### src/rtl/fixed_add_sub_pipe.sv
// fixed_add_sub_pipe
// Pipelined signed fixed-point adder/subtractor with a valid/ready handshake.
// It also has an internal accumulator mode and a sticky overflow flag.
// It sits between the ODE solver step sequencer and the multiplier/state-update stages.
//
// Parameters
//   WIDTH   operand/result width, two's complement
//   FRAC    fractional bits (Q(WIDTH-FRAC).FRAC); add/sub needs no alignment,
//           so FRAC only takes part in the configuration sanity check
//   STAGES  pipeline register stages (1..4); latency when out_ready is held high
//
// Ports
//   clk         in   rising-edge clock
//   rst         in   asynchronous active-high reset
//   in_valid    in   operand/op presented
//   in_ready    out  block can accept this cycle
//   op          in   00 A+B | 01 A-B | 10 ACC+A | 11 ACC-A
//   a, b        in   signed operands (b ignored for op 1x)
//   acc_clr     in   synchronous accumulator and sticky clear
//   out_valid   out  result available
//   out_ready   in   consumer takes result
//   result      out  signed result
//   overflow    out  overflow of this result, aligned with result
//   ovf_sticky  out  OR of all accepted overflows since rst or acc_clr
//
// Build option
//   SATURATE_EN  when defined, overflowing results clamp to the most positive or
//                most negative value, and the accumulator stores the clamped value.
//                When it is undefined, results and the accumulator wrap modulo 2^WIDTH.
//                overflow/ovf_sticky behave the same in both builds.

module fixed_add_sub_pipe #(
  parameter int WIDTH  = 16,
  parameter int FRAC   = 8,
  parameter int STAGES = 2
) (
  input  logic             clk,
  input  logic             rst,
  input  logic             in_valid,
  output logic             in_ready,
  input  logic [1:0]       op,
  input  logic [WIDTH-1:0] a,
  input  logic [WIDTH-1:0] b,
  input  logic             acc_clr,
  output logic             out_valid,
  input  logic             out_ready,
  output logic [WIDTH-1:0] result,
  output logic             overflow,
  output logic             ovf_sticky
);

  // A parameter set outside the supported range never accepts work. This makes
  // a bad instantiation obvious in simulation instead of producing odd results.
  localparam bit CFG_OK = (FRAC >= 0) && (FRAC < WIDTH) && (STAGES >= 1) && (STAGES <= 4);

  localparam logic [WIDTH-1:0] MAX_POS = {1'b0, {(WIDTH-1){1'b1}}};
  localparam logic [WIDTH-1:0] MIN_NEG = {1'b1, {(WIDTH-1){1'b0}}};

  // Pipeline stage registers; index STAGES-1 drives the outputs.
  logic             stg_valid_q [STAGES];
  logic             stg_valid_d [STAGES];
  logic [WIDTH-1:0] stg_res_q   [STAGES];
  logic [WIDTH-1:0] stg_res_d   [STAGES];
  logic             stg_ovf_q   [STAGES];
  logic             stg_ovf_d   [STAGES];

  // Accumulator and sticky overflow state.
  logic [WIDTH-1:0] acc_q;
  logic [WIDTH-1:0] acc_d;
  logic             ovf_sticky_q;
  logic             ovf_sticky_d;

  // Stage-1 arithmetic.
  logic             advance;
  logic             accept;
  logic             acc_op;
  logic             sub_op;
  logic [WIDTH-1:0] x_opnd;
  logic [WIDTH-1:0] y_opnd;
  logic [WIDTH:0]   x_ext;
  logic [WIDTH:0]   y_term;
  logic [WIDTH:0]   sum;
  logic             sum_ovf;
  logic [WIDTH-1:0] sum_res;

  // Global stall: when the output slot is full and not being taken, every
  // stage holds, including bubbles. Bubbles are not collapsed.
  always_comb begin
    advance = !stg_valid_q[STAGES-1] || out_ready;
    accept  = in_valid && advance && CFG_OK;
  end

  assign in_ready = advance && CFG_OK;

  // Operand selection and the sign-extended WIDTH+1 sum. Subtraction is done
  // as X + ~Y + 1 in the wide domain, so subtracting the most negative value
  // is still exact and its overflow is flagged. When acc_clr arrives together
  // with an accumulate op, a zero accumulator is used. This matches the
  // "clear first, then accumulate" behaviour.
  always_comb begin
    acc_op = op[1];
    sub_op = op[0];
    if (acc_op) begin
      x_opnd = acc_clr ? '0 : acc_q;
      y_opnd = a;
    end else begin
      x_opnd = a;
      y_opnd = b;
    end
    x_ext   = {x_opnd[WIDTH-1], x_opnd};
    y_term  = sub_op ? ~{y_opnd[WIDTH-1], y_opnd} : {y_opnd[WIDTH-1], y_opnd};
    sum     = x_ext + y_term + {{WIDTH{1'b0}}, sub_op};
    sum_ovf = sum[WIDTH] ^ sum[WIDTH-1];
`ifdef SATURATE_EN
    // The wide sum's top bit gives the true sign of the sum, so it selects the clamp direction.
    if (sum_ovf) begin
      sum_res = sum[WIDTH] ? MIN_NEG : MAX_POS;
    end else begin
      sum_res = sum[WIDTH-1:0];
    end
`else
    sum_res = sum[WIDTH-1:0];
`endif
  end

  // The accumulator takes the new value in the accept cycle, so the next
  // accumulate op can chain back-to-back with no hazard. acc_clr without an
  // accepted accumulate op clears both the accumulator and the sticky flag.
  // With an accepted accumulate op, sticky restarts from that op's overflow.
  always_comb begin
    acc_d        = acc_q;
    ovf_sticky_d = ovf_sticky_q;
    if (accept && acc_op) begin
      acc_d        = sum_res;
      ovf_sticky_d = acc_clr ? sum_ovf : (ovf_sticky_q | sum_ovf);
    end else if (acc_clr) begin
      acc_d        = '0;
      ovf_sticky_d = 1'b0;
    end else if (accept && sum_ovf) begin
      ovf_sticky_d = 1'b1;
    end
  end

  // Next-state for the pipeline: shift everything by one on advance, hold otherwise.
  always_comb begin
    for (int i = 0; i < STAGES; i++) begin
      stg_valid_d[i] = stg_valid_q[i];
      stg_res_d[i]   = stg_res_q[i];
      stg_ovf_d[i]   = stg_ovf_q[i];
    end
    if (advance) begin
      stg_valid_d[0] = accept;
      stg_res_d[0]   = sum_res;
      stg_ovf_d[0]   = sum_ovf;
      for (int i = 1; i < STAGES; i++) begin
        stg_valid_d[i] = stg_valid_q[i-1];
        stg_res_d[i]   = stg_res_q[i-1];
        stg_ovf_d[i]   = stg_ovf_q[i-1];
      end
    end
  end

  // Pipeline state. Reset discards every in-flight op immediately.
  always_ff @(posedge clk or posedge rst) begin
    if (rst) begin
      for (int i = 0; i < STAGES; i++) begin
        stg_valid_q[i] <= 1'b0;
        stg_res_q[i]   <= '0;
        stg_ovf_q[i]   <= 1'b0;
      end
    end else begin
      for (int i = 0; i < STAGES; i++) begin
        stg_valid_q[i] <= stg_valid_d[i];
        stg_res_q[i]   <= stg_res_d[i];
        stg_ovf_q[i]   <= stg_ovf_d[i];
      end
    end
  end

  // Accumulator and sticky overflow state.
  always_ff @(posedge clk or posedge rst) begin
    if (rst) begin
      acc_q        <= '0;
      ovf_sticky_q <= 1'b0;
    end else begin
      acc_q        <= acc_d;
      ovf_sticky_q <= ovf_sticky_d;
    end
  end

  assign out_valid  = stg_valid_q[STAGES-1];
  assign result     = stg_res_q[STAGES-1];
  assign overflow   = stg_ovf_q[STAGES-1];
  assign ovf_sticky = ovf_sticky_q;

endmodule

### config.mk
export PLATFORM = sky130hd
export DESIGN_NAME = fixed_add_sub_pipe
export DESIGN_NICKNAME = d
export VERILOG_FILES = /design/src/rtl/fixed_add_sub_pipe.sv
export SDC_FILE = /design/constraint.sdc
export NUM_CORES = 1
export LEC_CHECK = 0
export CORE_ASPECT_RATIO = 0.9
export CORE_MARGIN = 1
export CORE_UTILIZATION = 50
export DETAILED_ROUTE_END_ITERATION = 7
export GPL_TIMING_DRIVEN = 0
export HOLD_SLACK_MARGIN = 0.06
export MAX_ROUTING_LAYER = met4
export PLACE_DENSITY = 0.82
export SLEW_MARGIN = 20
export SYNTH_ARGS = -nofsm -noshare
export SYNTH_HDL_FRONTEND = slang
export SYNTH_SLANG_ARGS = --single-unit
### constraint.sdc
create_clock -name clk -period 3.8 [get_ports clk]
set_input_delay 0.38 -clock clk [delete_from_list [all_inputs] [get_ports clk]]
set_output_delay 0.38 -clock clk [all_outputs]
set_load 0.02 [all_outputs]
==> results.md <==
* Most frequent cells in the layout: nand2_1, clkdlybuf4s50_1, dfrtp_1
* Die W at 91.5 µm
* Htree depth at 2
* Layout cell share with drive strength beyond 1 at 0.112
* DRT Pass-1 Iters at 4
* Crit path from: op[1]
* Register area at 1330 µm²
* N_diodes at 0
* Critical Path Source Type: input port
* Final non-filler cell area at 4400 µm²
* Post-CTS setup buffer count at 0
* Headroom to the max-slew limit at 0.494
* Synth area leaders: dfrtp_1, nand2_1, ha_1
* Max clock buf depth at 2
* DP Wirelength at 6590 µm
* Final worst path period need at 3.51 ns
* Initial antenna violation count at 0
* Critical R2R Capture: acc_q[10]
* Via density at 5.42
* Post-Syn Instances at 416
* I/O pin cnt at 59
* GRT overflow at 0
* RD Place Congestion at 0.917
* Cell Area, Synth at 3600 µm²
* Post-synth EDFFs at 0
* Count of state elements after synthesis at 53
* Critical path type: in -> reg
* HP Class: in -> async
* Max Cap Viol at 0
* Syn Area/Cell at 8.67 µm²
* PD cells at 485 nW/µm²
* Total power at 2130 µW
* Seq/Total Area, Yosys at 0.368
* Starting Density at 0.533
* Routed WL at 8430 µm
* Placed instance count at 563
* R2r setup slk at 0.79 ns
* # fillers at 588
* Vias in the first global route at 3019
* CTS buffer count at 5
* Yosys warnings at 0
* Synthesized net count at 471
* Reg2reg path depth at 10
* RSZ-0062 raised after global routing: no
* Maximum number of pins on one net before global-route repair at 31
* VDD IR max at 0.202 mV
* Routed Antenna Nets at 0
* Library cells used by synthesis at 44
* Leak Pwr at 0.00203 µW
* Buffers on Ports at 56
* Status: finished, final reports clean
* Most common cell after layout, fill and taps aside: nand2_1
* DIE HEIGHT at 82.6 µm
* Avg WL per Cell at 14.8 µm
* Element type at the critical path end: register
* Data required, critical path at 4.05 ns
* Root buf cell: clkbuf_8
* Drt initial violations at 197
* Area grow syn2layout at 22.0%
* Max Slew Vio Count at 0
* Worst slew pin tran at 0.759 ns
* Rows at 28
* Hold Vio Cnt, Final at 0
* Placed cell area at 4300 µm²
* CTS sink cnt at 53
* Reg clk slew, reported paths at 0.10 ns
* FF-to-FF Start: acc_q[0]
* Crit share post-route at 0.923
* CTS tree: done
* Worst skew pair latency at 0.31 ns
* Synth async-reset ratio at 1.00
* Final cell count without fillers at 571
* # DRC at 0
* Synth area leader: dfrtp_1
* Peak Freq at 0.285 GHz
* GRT Total Usage at 0.250
* Nets at 535
* Setup-failing EPs final at 0
* Max Clock Skew at 0.0119 ns
* Crit-path max FO at 10
* CP Data Arrival Time at 3.76 ns
* Vias at 3095
* First-pass GRT wire length at 14300 µm
* Ys flop type: dfrtp_1
* Synth top area share at 0.368
* Die area at 7550 µm²
* CORE AREA at 6760 µm²
* Multi-input gate area at 2040 µm²
==> metal layers <==
layer / part of all wire / track usage
met4: 0.010 / 0.0619
met2: 0.46 / 0.404
met1: 0.48 / 0.332
met5: 0 / -
met3: 0.054 / 0.0403
==> kinds of logic (layout without fill, tap and decap cells) <==
family | after synthesis | after routing | synth area share
AND/OR/NAND/NOR | 173 | 173 | 0.224
AO/OA/AOI/OAI | 81 | 81 | 0.158
flip-flops | 53 | 53 | 0.368
buffers and inverters | 45 | 110 | 0.0656
XOR/XNOR | 25 | 25 | 0.0607
multiplexers | 23 | 23 | 0.0663
adder cells (fa/ha/maj) | 16 | 16 | 0.0576
==> report_power, final <==
group	leakage, µW	total, µW	internal [µW]	switching [µW]
registers	0.000658	816	730	86.1
clock network	0.0000447	338	134	204
logic	0.00132	977	472	506
==> synth_stat cells (all sizes together) (6+ instances only) <==
library cell	count
clkbuf	19
o31ai	7
dfrtp	53
mux2i	16
nor2b	17
inv	6
xor2	6
buf	20
nand3	18
o21ai	19
a31o	10
a21oi	17
ha	15
xnor2	19
nand2	103
a21o	7
nor3	8
mux2	7
==> registers in the layout, summed over array words and instances (netlist names) <==
| name | cells |
|---|---|
| acc_q | 16 |
| stg_valid_q | 1 |
| stg_ovf_q | 1 |
| result | 16 |
| stg_res_q | 16 |
| overflow | 1 |
| ovf_sticky | 1 |
| out_valid | 1 |
==> through the flow <==
stage,TNS (ns),setup WS [ns],hold slack [ns],util
after floorplan,0,0.411,0.435,-
after global placement,-1.59,-0.245,0.449,0.633
after detailed placement,-1.81,-0.270,0.454,0.636
after CTS,0,0.0696,0.455,0.650
after global routing,0,0.0545,0.484,0.650
final,0,0.291,0.445,0.650
==> cell type report <==
class / count / share of cell area
flip-flops and latches: 53 / 0.302
plain buffers: 39 / 0.0495
clock inverters: 3 / 0.00569
inverters: 6 / 0.00512
clock buffers: 5 / 0.0156
repair buffers: 57 / 0.133
multi-input cells: 318 / 0.464
well taps: 90 / 0.0256
==> worst max-delay path by stage <==
stage | to | slack, ns | depth (start not counted)
2_1_floorplan | acc_q[14] | 0.41 | 12
3_3_place_gp | ovf_sticky | -0.24 | 13
3_5_place_dp | ovf_sticky | -0.27 | 13
4_1_cts | ovf_sticky | 0.07 | 13
5_1_grt | acc_q[9] | 0.05 | 11
6_report | acc_q[14] | 0.29 | 12
==> what timing repair did <==
item / CTS / global route
hold buffers: 0 / 0
resized for setup: 0 / 6
endpoints found under the setup margin: 0 / 11
==> worst max-delay path, stage by stage <==
cell and delay [ns]:
clkbuf_1 0.30, clkbuf_1 0.49, clkbuf_2 0.37, mux2_2 0.37, ha_1 0.37, a21o_1 0.20, a21oi_1 0.16, o21a_1 0.16
a21boi_1 0.08, o21a_1 0.25, or4_1 0.52, nand3_1 0.09
Power figures use the tool's default switching activity.
